`src/rtl/i2c_arb_pkg.sv`:
```
// i2c_arb_pkg: shared types and widths for the two-client
// I2C master arbiter.
package i2c_arb_pkg;

  localparam int NUM_REQ = 2;
  localparam int ADR_W   = 7;
  localparam int BYTE_W  = 8;

  typedef enum logic [1:0] {
    IDLE,
    START,
    BUSY,
    DONE
  } state_t;

  typedef struct packed {
    logic [ADR_W-1:0]  adr;
    logic [BYTE_W-1:0] pointer;
    logic              set_pointer;
    logic [BYTE_W-1:0] data_in;
    logic [BYTE_W-1:0] data_in2;
    logic              r_w;
  } fields_t;

endpackage

```
`src/rtl/i2c_master_arbiter_rr_arb2.sv`:
```
// rr_arb2: two-way round-robin grant; combinational grant,
// priority register flips to the loser whenever a grant is taken.
module rr_arb2
  import i2c_arb_pkg::*;
(
  input  logic               i_clk,
  input  logic               i_rst_n,
  input  logic [NUM_REQ-1:0] i_req,
  input  logic               i_take,
  output logic [NUM_REQ-1:0] o_gnt
);

  logic r_prio;

  always_comb begin
    o_gnt = '0;
    if (i_req[0] && (!r_prio || !i_req[1])) begin
      o_gnt = 2'b01;
    end else if (i_req[1]) begin
      o_gnt = 2'b10;
    end
  end

  always_ff @(posedge i_clk) begin
    if (!i_rst_n) begin
      r_prio <= 1'b0;
    end else if (i_take && (|o_gnt)) begin
      r_prio <= o_gnt[0];
    end
  end

endmodule

```
`src/rtl/i2c_master_arbiter.sv`:
```
// i2c_master_arbiter: shares one I2C master core between two clients,
// sequencing Start/Ready and returning status and read data.
module i2c_master_arbiter
  import i2c_arb_pkg::*;
#(
  parameter int TIMEOUT_CYC = 1024
) (
  input  logic              i_clk,
  input  logic              i_rst_n,
  input  logic              i_req0,
  input  logic [ADR_W-1:0]  i_adr0,
  input  logic [BYTE_W-1:0] i_pointer0,
  input  logic              i_set_pointer0,
  input  logic [BYTE_W-1:0] i_data_in0,
  input  logic [BYTE_W-1:0] i_data_in2_0,
  input  logic              i_r_w0,
  input  logic              i_req1,
  input  logic [ADR_W-1:0]  i_adr1,
  input  logic [BYTE_W-1:0] i_pointer1,
  input  logic              i_set_pointer1,
  input  logic [BYTE_W-1:0] i_data_in1,
  input  logic [BYTE_W-1:0] i_data_in2_1,
  input  logic              i_r_w1,
  output logic              o_gnt0,
  output logic              o_done0,
  output logic              o_err0,
  output logic [15:0]       o_rd_data0,
  output logic              o_gnt1,
  output logic              o_done1,
  output logic              o_err1,
  output logic [15:0]       o_rd_data1,
  output logic [ADR_W-1:0]  o_adr,
  output logic [BYTE_W-1:0] o_pointer,
  output logic              o_set_pointer,
  output logic [BYTE_W-1:0] o_data_in,
  output logic [BYTE_W-1:0] o_data_in2,
  output logic              o_r_w,
  output logic              o_start,
  input  logic              i_ready,
  input  logic              i_error,
  input  logic [BYTE_W-1:0] i_data_out,
  input  logic [BYTE_W-1:0] i_data_out2
);

  localparam int CNT_W = $clog2(TIMEOUT_CYC) + 1;
  localparam logic [CNT_W-1:0] CNT_LAST = CNT_W'(TIMEOUT_CYC - 1);

  state_t               r_state;
  state_t               w_state_nxt;
  fields_t              w_f0;
  fields_t              w_f1;
  fields_t              r_f;
  logic [NUM_REQ-1:0]   w_gnt;
  logic [NUM_REQ-1:0]   r_gnt;
  logic [NUM_REQ-1:0]   r_done;
  logic [NUM_REQ-1:0]   r_err;
  logic [15:0]          r_rd0;
  logic [15:0]          r_rd1;
  logic [CNT_W-1:0]     r_cnt;
  logic                 r_own;
  logic                 r_start;
  logic                 w_take;
  logic                 w_tmo;
  logic                 w_fin;

  assign w_f0 = {i_adr0, i_pointer0, i_set_pointer0,
                 i_data_in0, i_data_in2_0, i_r_w0};
  assign w_f1 = {i_adr1, i_pointer1, i_set_pointer1,
                 i_data_in1, i_data_in2_1, i_r_w1};

  rr_arb2 u_arb (
    .i_clk   (i_clk),
    .i_rst_n (i_rst_n),
    .i_req   ({i_req1, i_req0}),
    .i_take  (w_take),
    .o_gnt   (w_gnt)
  );

  always_comb begin
    w_state_nxt = r_state;
    w_take      = 1'b0;
    w_tmo       = 1'b0;
    w_fin       = 1'b0;
    unique case (r_state)
      IDLE: begin
        if (i_ready && (i_req0 || i_req1)) begin
          w_take      = 1'b1;
          w_state_nxt = START;
        end
      end
      START: begin
        if (!i_ready) begin
          w_state_nxt = BUSY;
        end else if (r_cnt == CNT_LAST) begin
          w_tmo       = 1'b1;
          w_state_nxt = DONE;
        end
      end
      BUSY: begin
        if (i_ready) begin
          w_fin       = 1'b1;
          w_state_nxt = DONE;
        end
      end
      DONE: w_state_nxt = IDLE;
      default: w_state_nxt = IDLE;
    endcase
  end

  always_ff @(posedge i_clk) begin
    if (!i_rst_n) begin
      r_state <= IDLE;
      r_f     <= '0;
      r_gnt   <= '0;
      r_done  <= '0;
      r_err   <= '0;
      r_rd0   <= '0;
      r_rd1   <= '0;
      r_cnt   <= '0;
      r_own   <= 1'b0;
      r_start <= 1'b0;
    end else begin
      r_state <= w_state_nxt;
      r_done  <= '0;
      r_err   <= '0;
      if (w_take) begin
        r_f     <= w_gnt[1] ? w_f1 : w_f0;
        r_own   <= w_gnt[1];
        r_gnt   <= w_gnt;
        r_start <= 1'b1;
        r_cnt   <= '0;
      end
      if (r_state == START) begin
        if (r_cnt != CNT_LAST) r_cnt <= r_cnt + 1'b1;
        if (!i_ready || w_tmo) r_start <= 1'b0;
      end
      // timeout reports as an error without touching read data
      if (w_tmo) begin
        r_done[r_own] <= 1'b1;
        r_err[r_own]  <= 1'b1;
      end
      if (w_fin) begin
        r_done[r_own] <= 1'b1;
        r_err[r_own]  <= i_error;
        if (r_f.r_w && !i_error) begin
          if (r_own) r_rd1 <= {i_data_out2, i_data_out};
          else       r_rd0 <= {i_data_out2, i_data_out};
        end
      end
      if (r_state == DONE) r_gnt <= '0;
    end
  end

  assign {o_adr, o_pointer, o_set_pointer,
          o_data_in, o_data_in2, o_r_w} = r_f;
  assign o_start    = r_start;
  assign o_gnt0     = r_gnt[0];
  assign o_gnt1     = r_gnt[1];
  assign o_done0    = r_done[0];
  assign o_done1    = r_done[1];
  assign o_err0     = r_err[0];
  assign o_err1     = r_err[1];
  assign o_rd_data0 = r_rd0;
  assign o_rd_data1 = r_rd1;

endmodule

```
`config.mk`:
```
export PLATFORM = sky130hd
export DESIGN_NAME = i2c_master_arbiter
export DESIGN_NICKNAME = d
export VERILOG_FILES = /design/src/rtl/i2c_arb_pkg.sv /design/src/rtl/i2c_master_arbiter_rr_arb2.sv /design/src/rtl/i2c_master_arbiter.sv
export SDC_FILE = /design/constraint.sdc
export NUM_CORES = 1
export LEC_CHECK = 0
export ABC_AREA = 1
export CAP_MARGIN = 30
export CELL_PAD_IN_SITES_DETAIL_PLACEMENT = 1
export CELL_PAD_IN_SITES_GLOBAL_PLACEMENT = 2
export CORE_MARGIN = 5
export CORE_UTILIZATION = 25
export DETAILED_ROUTE_END_ITERATION = 16
export HOLD_SLACK_MARGIN = 0.15
export PLACE_DENSITY_LB_ADDON = 0.1
export SLEW_MARGIN = 0
export SYNTH_ARGS = -nofsm -noshare
export SYNTH_HDL_FRONTEND = slang
export SYNTH_HIERARCHICAL = 1
export SYNTH_SLANG_ARGS = --single-unit
```
`constraint.sdc`:
```
create_clock -name i_clk -period 2.4 [get_ports i_clk]
set_input_delay 0.36 -clock i_clk [delete_from_list [all_inputs] [get_ports i_clk]]
set_output_delay 0.36 -clock i_clk [all_outputs]
set_load 0.03 [all_outputs]
```
# After elaboration in Yosys (flattened, before gate mapping)
# Cells that the tools add are included.
classes:
  magnitude_cmp: 2
  div_mod_pow: 0
  n_mul: 0
  n_bitwise: 3
  n_eq_ne: 8
  n_addsub: 1
  reduce_logical: 18
  shift: 0
  n_mux: 28
op_table:
  columns: ["op", "count"]
  rows:
  - ["2-to-1 mux 11 bit", 3]
  - ["2-to-1 mux 33 bit", 1]
  - ["2-to-1 mux 2 bit", 10]
  - ["adder 11 x 1 -> 11 bit, second input constant", 1]
  - ["== test 11 x 10 -> 1 bit, second input constant", 1]
  - ["2-to-1 mux 1 bit", 11]
  - ["!= test 11 x 10 -> 1 bit, second input constant", 1]
  - ["AND reduction 3 bit", 3]
  - ["one-hot mux 2 bit (4 select lines)", 1]
  - ["logical AND 1 bit", 5]
  - ["== test 2 bit, second input constant", 2]
  - ["logical NOT 1 bit", 4]
  - ["!= test 2 bit, second input constant", 2]
  - ["OR reduction 2 bit", 2]
  - ["logical OR 1 bit", 3]
  - ["!= test 3 bit, second input constant", 1]
  - ["bitwise mux 2 bit", 1]
  - ["== test 2 x 1 -> 1 bit, second input constant", 1]
  - ["logical NOT 2 bit", 1]
  - ["less-than comparator 1 x 2 -> 1 bit, second input constant", 1]
  - ["NOT 1 bit", 2]
  - ["bitwise OR 2 bit", 1]
  - ["demux 1 bit (select 1 bit)", 1]
  - ["greater-or-equal comparator 1 bit, second input constant", 1]
totals:
  romBits: 0
  latch_bits: 0
  n_memories: 0
  out_inout_bits: 72
  in_bits: 88
  mem_bits_rw: 0
  wordCells: 76
  reg_bits: 87

# Longest topological paths before layout
logic_depth:
  depth_word: 8
  depth_mapped: 9
  mapped_depth_nobuf: 9

# Modules after synthesis
# The synthesis kept the hierarchy.
by_module_without_submodules:
  columns: ["mod", "area_per_inst_um2", "seq_area_each_um2", "cells_each", "n_inst"]
  rows:
  - ["i2c_master_arbiter", 3669.8, 1721.7, 460, 1]
  - ["rr_arb2", 67.6, 20.0, 10, 1]

# Worst setup path after synthesis
# No wires, ideal clock.
synth_path:
  path_type: "reg2reg"
  start: "register r_state[0]"
  end: "register u_arb.r_prio"
  n_path_buf: 1
  t_arrival_ns: 1.409
  period_less_slack_ns: 1.475
  slack_ns: 0.925
  path_stages_with_launch: 9
  setup_ns: 0.066
  required_ns: 2.334
  cell_sequence: "dfxtp_1 > inv_1 > ha_1 > o211ai_2 > clkinv_1 > buf_1 > nand2_1 > nand2_1 > a21oi_2"
synth_via:
  elab_chain_cells: 3
synth_lines:
  columns: ["element", "line_no", "rtl"]
  rows:
  - ["start, declared", "i2c_master_arbiter.sv:48", "state_t r_state;"]
  - ["start signal, assigned", "i2c_master_arbiter.sv:123", "r_state <= w_state_nxt;"]
  - ["logical NOT 2 bit", "i2c_master_arbiter.sv:84", "unique case (r_state)"]
  - ["2-to-1 mux 1 bit", "i2c_master_arbiter.sv:84", null]
  - ["via w_take", "i2c_master_arbiter.sv:62", "logic w_take;"]
  - ["logical AND 1 bit", "i2c_master_arbiter_rr_arb2.sv:27", "end else if (i_take && (|o_gnt)) begin"]
  - ["end signal, assigned", "i2c_master_arbiter_rr_arb2.sv:28", "r_prio <= o_gnt[0];"]
  - ["end, declared", "i2c_master_arbiter_rr_arb2.sv:13", "logic r_prio;"]
# The timed path passes the listed nets, and every way through them passes these cells.
# A chain may end at the register's enable or synchronous reset.

# Final worst setup path
layout_path:
  start: "register r_f (netlist bit o_r_w)"
  end: "output port o_r_w"
layout_rtl:
  columns: ["element", "line_no", "rtl"]
  rows:
  - ["start, declared", "i2c_master_arbiter.sv:52", "fields_t r_f;"]
  - ["start signal, assigned", "i2c_master_arbiter.sv:127", "r_f <= w_gnt[1] ? w_f1 : w_f0;"]
  - ["end, declared", "i2c_master_arbiter.sv:37", "output logic o_r_w,"]
# No word-level cell between the ends.

==> results.py <==
metrics = {
    "routing": {
        "vias_per_cell": 4.48,
        "dr.pass1.iters": 4,
        "vias": 3643,
        "drt-total-wl_um": 12200,
        "remaining_drc_errors": 0,
        "wire_per_inst_um": 15.0,
        "ant_nets": 0,
        "dr.first_iter.drc_count": 125,
    },
    "sta": {
        "finalSetupViolations": 0,
        "rsz0062_at_grt": "no",
        "period_minus_slack_ns": 1.76,
        "tightestPinTransition_ns": 0.447,
        "hold_violations": 0,
        "period_share_pct": 73.2,
        "fmax_ghz": 0.569,
        "whs_ns": 0.450,
        "slew_headroom_pct": 70.2,
        "drv_slew": 0,
        "fin_skew_ns": 0.00729,
        "finalSetupTns_ns": 0,
    },
    "finish": {
        "finalNonFillerCells": 814,
        "nets": 717,
        "fillers": 1699,
        "seq_area_um2": 1740,
        "area_delta_synth_final_pct": 56.7,
        "multi_input_area_um2": 1780,
        "drive_gt1_share_pct": 6.52,
        "fin_area_um2": 5860,
    },
    "pwr": {
        "switching_power_w": 0.00166,
        "p_leak_nw": 2.19,
        "switching_share_pct": 34.1,
        "pwr-share-seq_pct": 36.0,
        "p_comb_share_pct": 32.5,
        "power_w": 0.00487,
        "ir_drop_mv": 0.392,
        "p_per_area_nw_per_um2": 831,
        "p_int_w": 0.00321,
        "p_clk_share_pct": 31.6,
    },
    "logic_synthesis": {
        "ys_ff_latch": 87,
        "yosysTopAreaCell": "dfxtp_1",
        "yosysTopAreaCellShare_pct": 46.6,
        "syn_area_um2": 3740,
        "ys_warn_count": 6,
        "synth_area_per_cell_um2": 7.95,
        "netlist_instances": 470,
        "synthesis.nets": 563,
        "synth-main-ff-cell": "dfxtp_1",
        "async_reset_ff_share_pct": 0,
        "yosysUniqueCellTypes": 32,
        "synth_edf_count": 0,
        "synth_area_leaders": "dfxtp_1, o21ai_0, nor2_1",
        "yosysSeqAreaShare_pct": 46.6,
    },
    "clock_tree": {
        "post-cts-setup-buffer-count": 0,
        "ctsHoldBuffers": 0,
        "cts-root-buf": "clkbuf_16",
        "ctsHtreeMaxLevel": 3,
        "cts_buffers": 9,
        "clockBufferDepth": 2,
        "numClockSinks": 87,
        "clk_pin_slew_ns": 0.06,
        "clock_latency_ns": 0.34,
        "cts-resized-gates": 0,
        "cts_tree": "done",
    },
    "setup_path": {
        "path_class": "reg2out",
        "crit_chain": "clkdlybuf4s50_1",
        "critPathCaptureType": "output port",
        "worstPathRequired_ns": 2.04,
        "start_kind": "flip-flop",
        "critPathTopFamily": "buffers and inverters",
        "regToRegSetupSlack_ns": 0.72,
        "max_stage_delay_ns": 0.72,
        "crit_arrival_ns": 1.40,
        "critPathSlowestCell": "clkdlybuf4s50_1",
        "path_buf_inv": 1,
        "critPathMaxFanout": 3,
    },
    "die": {
        "die_w_um": 132,
        "initial_core_util_pct": 25.6,
        "die_height_um": 132,
        "placementRows": 44,
        "core_area_um2": 14600,
        "io_pins": 160,
        "die_area_um2": 17500,
    },
    "flow_run": {
        "drv_cap": 0,
    },
    "place": {
        "placed_area_um2": 5530,
        "dp_hpwl_um": 9270,
        "io_buffers": 159,
        "place_inst": 797,
        "gp_congestion": 0.665,
    },
    "global_route": {
        "antenna_found_initial": 1,
        "grt_overflow_total": 0,
        "grt_pass1_vias": 3952,
        "grt_pass1_wl_um": 20000,
        "grt_max_degree": 74,
        "grt_usage_pct": 13.9,
    },
    "hold_path": {
        "hp-class": "in2reg",
    },
    "status": {
        "status": "completed",
    },
}
state kept, by name, indices dropped and copies added (netlist names), 7 cells and up:
signal / cells
o_adr: 7
o_rd_data1: 16
o_data_in: 8
r_cnt: 11
o_rd_data0: 16
o_data_in2: 8
o_pointer: 8
synthesized netlist by cell type (all sizes together) (2+ instances only):
library cell  count
nor2             94
a21oi            41
clkinv            2
buf              11
mux2i            33
nand4             3
clkbuf           14
inv              25
nand3            10
o21bai            4
dfxtp            87
o211ai            2
ha                5
o21ai            78
nand2            56
a21boi            3
layout make-up:
class                      instances  area share [%]
tap                              184            3.93
antenna                            1          0.0427
sequential                        87            29.7
timing repair buffer             168            28.7
inverter                          27            1.73
clock inverter                     7            1.71
multi-input combinational        331            30.3
clock buffer                       9            3.85
layout by cell type, fill, tap and decap left out, types with 2 or more instances in the layout:
cell type	Yosys	layout
a21boi_0	2	2
a21oi_1	39	39
a21oi_2	2	2
buf_12	0	2
buf_4	1	7
bufinv_16	0	2
clkbuf_16	0	9
clkdlybuf4s50_1	0	158
clkinv_1	2	2
dfxtp_1	87	87
ha_1	5	5
inv_1	24	24
inv_6	0	3
mux2i_1	33	33
nand2_1	52	52
nand2_2	3	3
nand3_1	7	7
nand3_2	2	2
nand4_1	3	3
nor2_1	92	91
nor2_4	2	3
o21ai_0	78	78
o21bai_1	4	4
cell families (layout without fill, tap and decap cells):
group | Yosys count | count (layout) | share of synthesized area (%)
compound gates | 129 | 129 | 18.4
fa+ha+maj | 5 | 5 | 1.67
buf+inv | 52 | 211 | 6.06
flops | 87 | 87 | 46.6
mux | 33 | 33 | 8.84
other cells | 0 | 1 | 0
simple gates | 164 | 164 | 18.4
per-layer routing:
metal / share of wire [%] / GRT usage, %
met5: 0 / 0
met4: 1.9 / 4.75
met3: 8.7 / 5.88
met2: 45 / 22.6
met1: 44 / 16.6
worst paths after layout:
path	endpoint	from	depth (start not counted)
setup / recovery	o_r_w	o_r_w	1
hold / removal	r_cnt[9]	i_rst_n	3
setup reg to reg	o_rd_data0[12]	r_state[0]	9
hold reg to reg	o_rd_data0[15]	o_rd_data0[15]	2
stage by stage:
stage / setup WS [ns] / util, %
after floorplan: 0.925 / -
after global placement: 0.469 / 37.9
after detailed placement: 0.393 / 37.9
after CTS: 0.598 / 40.1
after global routing: 0.523 / 40.1
final: 0.642 / 40.1
worst reg2reg max path, stage by stage, from the launching register on:
cell and delay, ns:
dfxtp_1 0.40, inv_1 0.08, ha_1 0.24, nand3_1 0.10, inv_1 0.07, nand2_2 0.24
inv_1 0.10, buf_4 0.19, nor2_1 0.10, nor2_1 0.05
power groups by stage:
stage | combinational, W | clock, W | sequential [W]
6_report | 0.00158 | 0.00154 | 0.00175
2_1_floorplan | 0.000635 | 0 | 0.00208
4_1_cts | 0.00161 | 0.00160 | 0.00175
3_5_place_dp | 0.00161 | 0 | 0.00178
5_1_grt | 0.00174 | 0.00164 | 0.00178
3_3_place_gp | 0.00159 | 0 | 0.00177
Note: power is estimated with default switching activity, not from simulation.
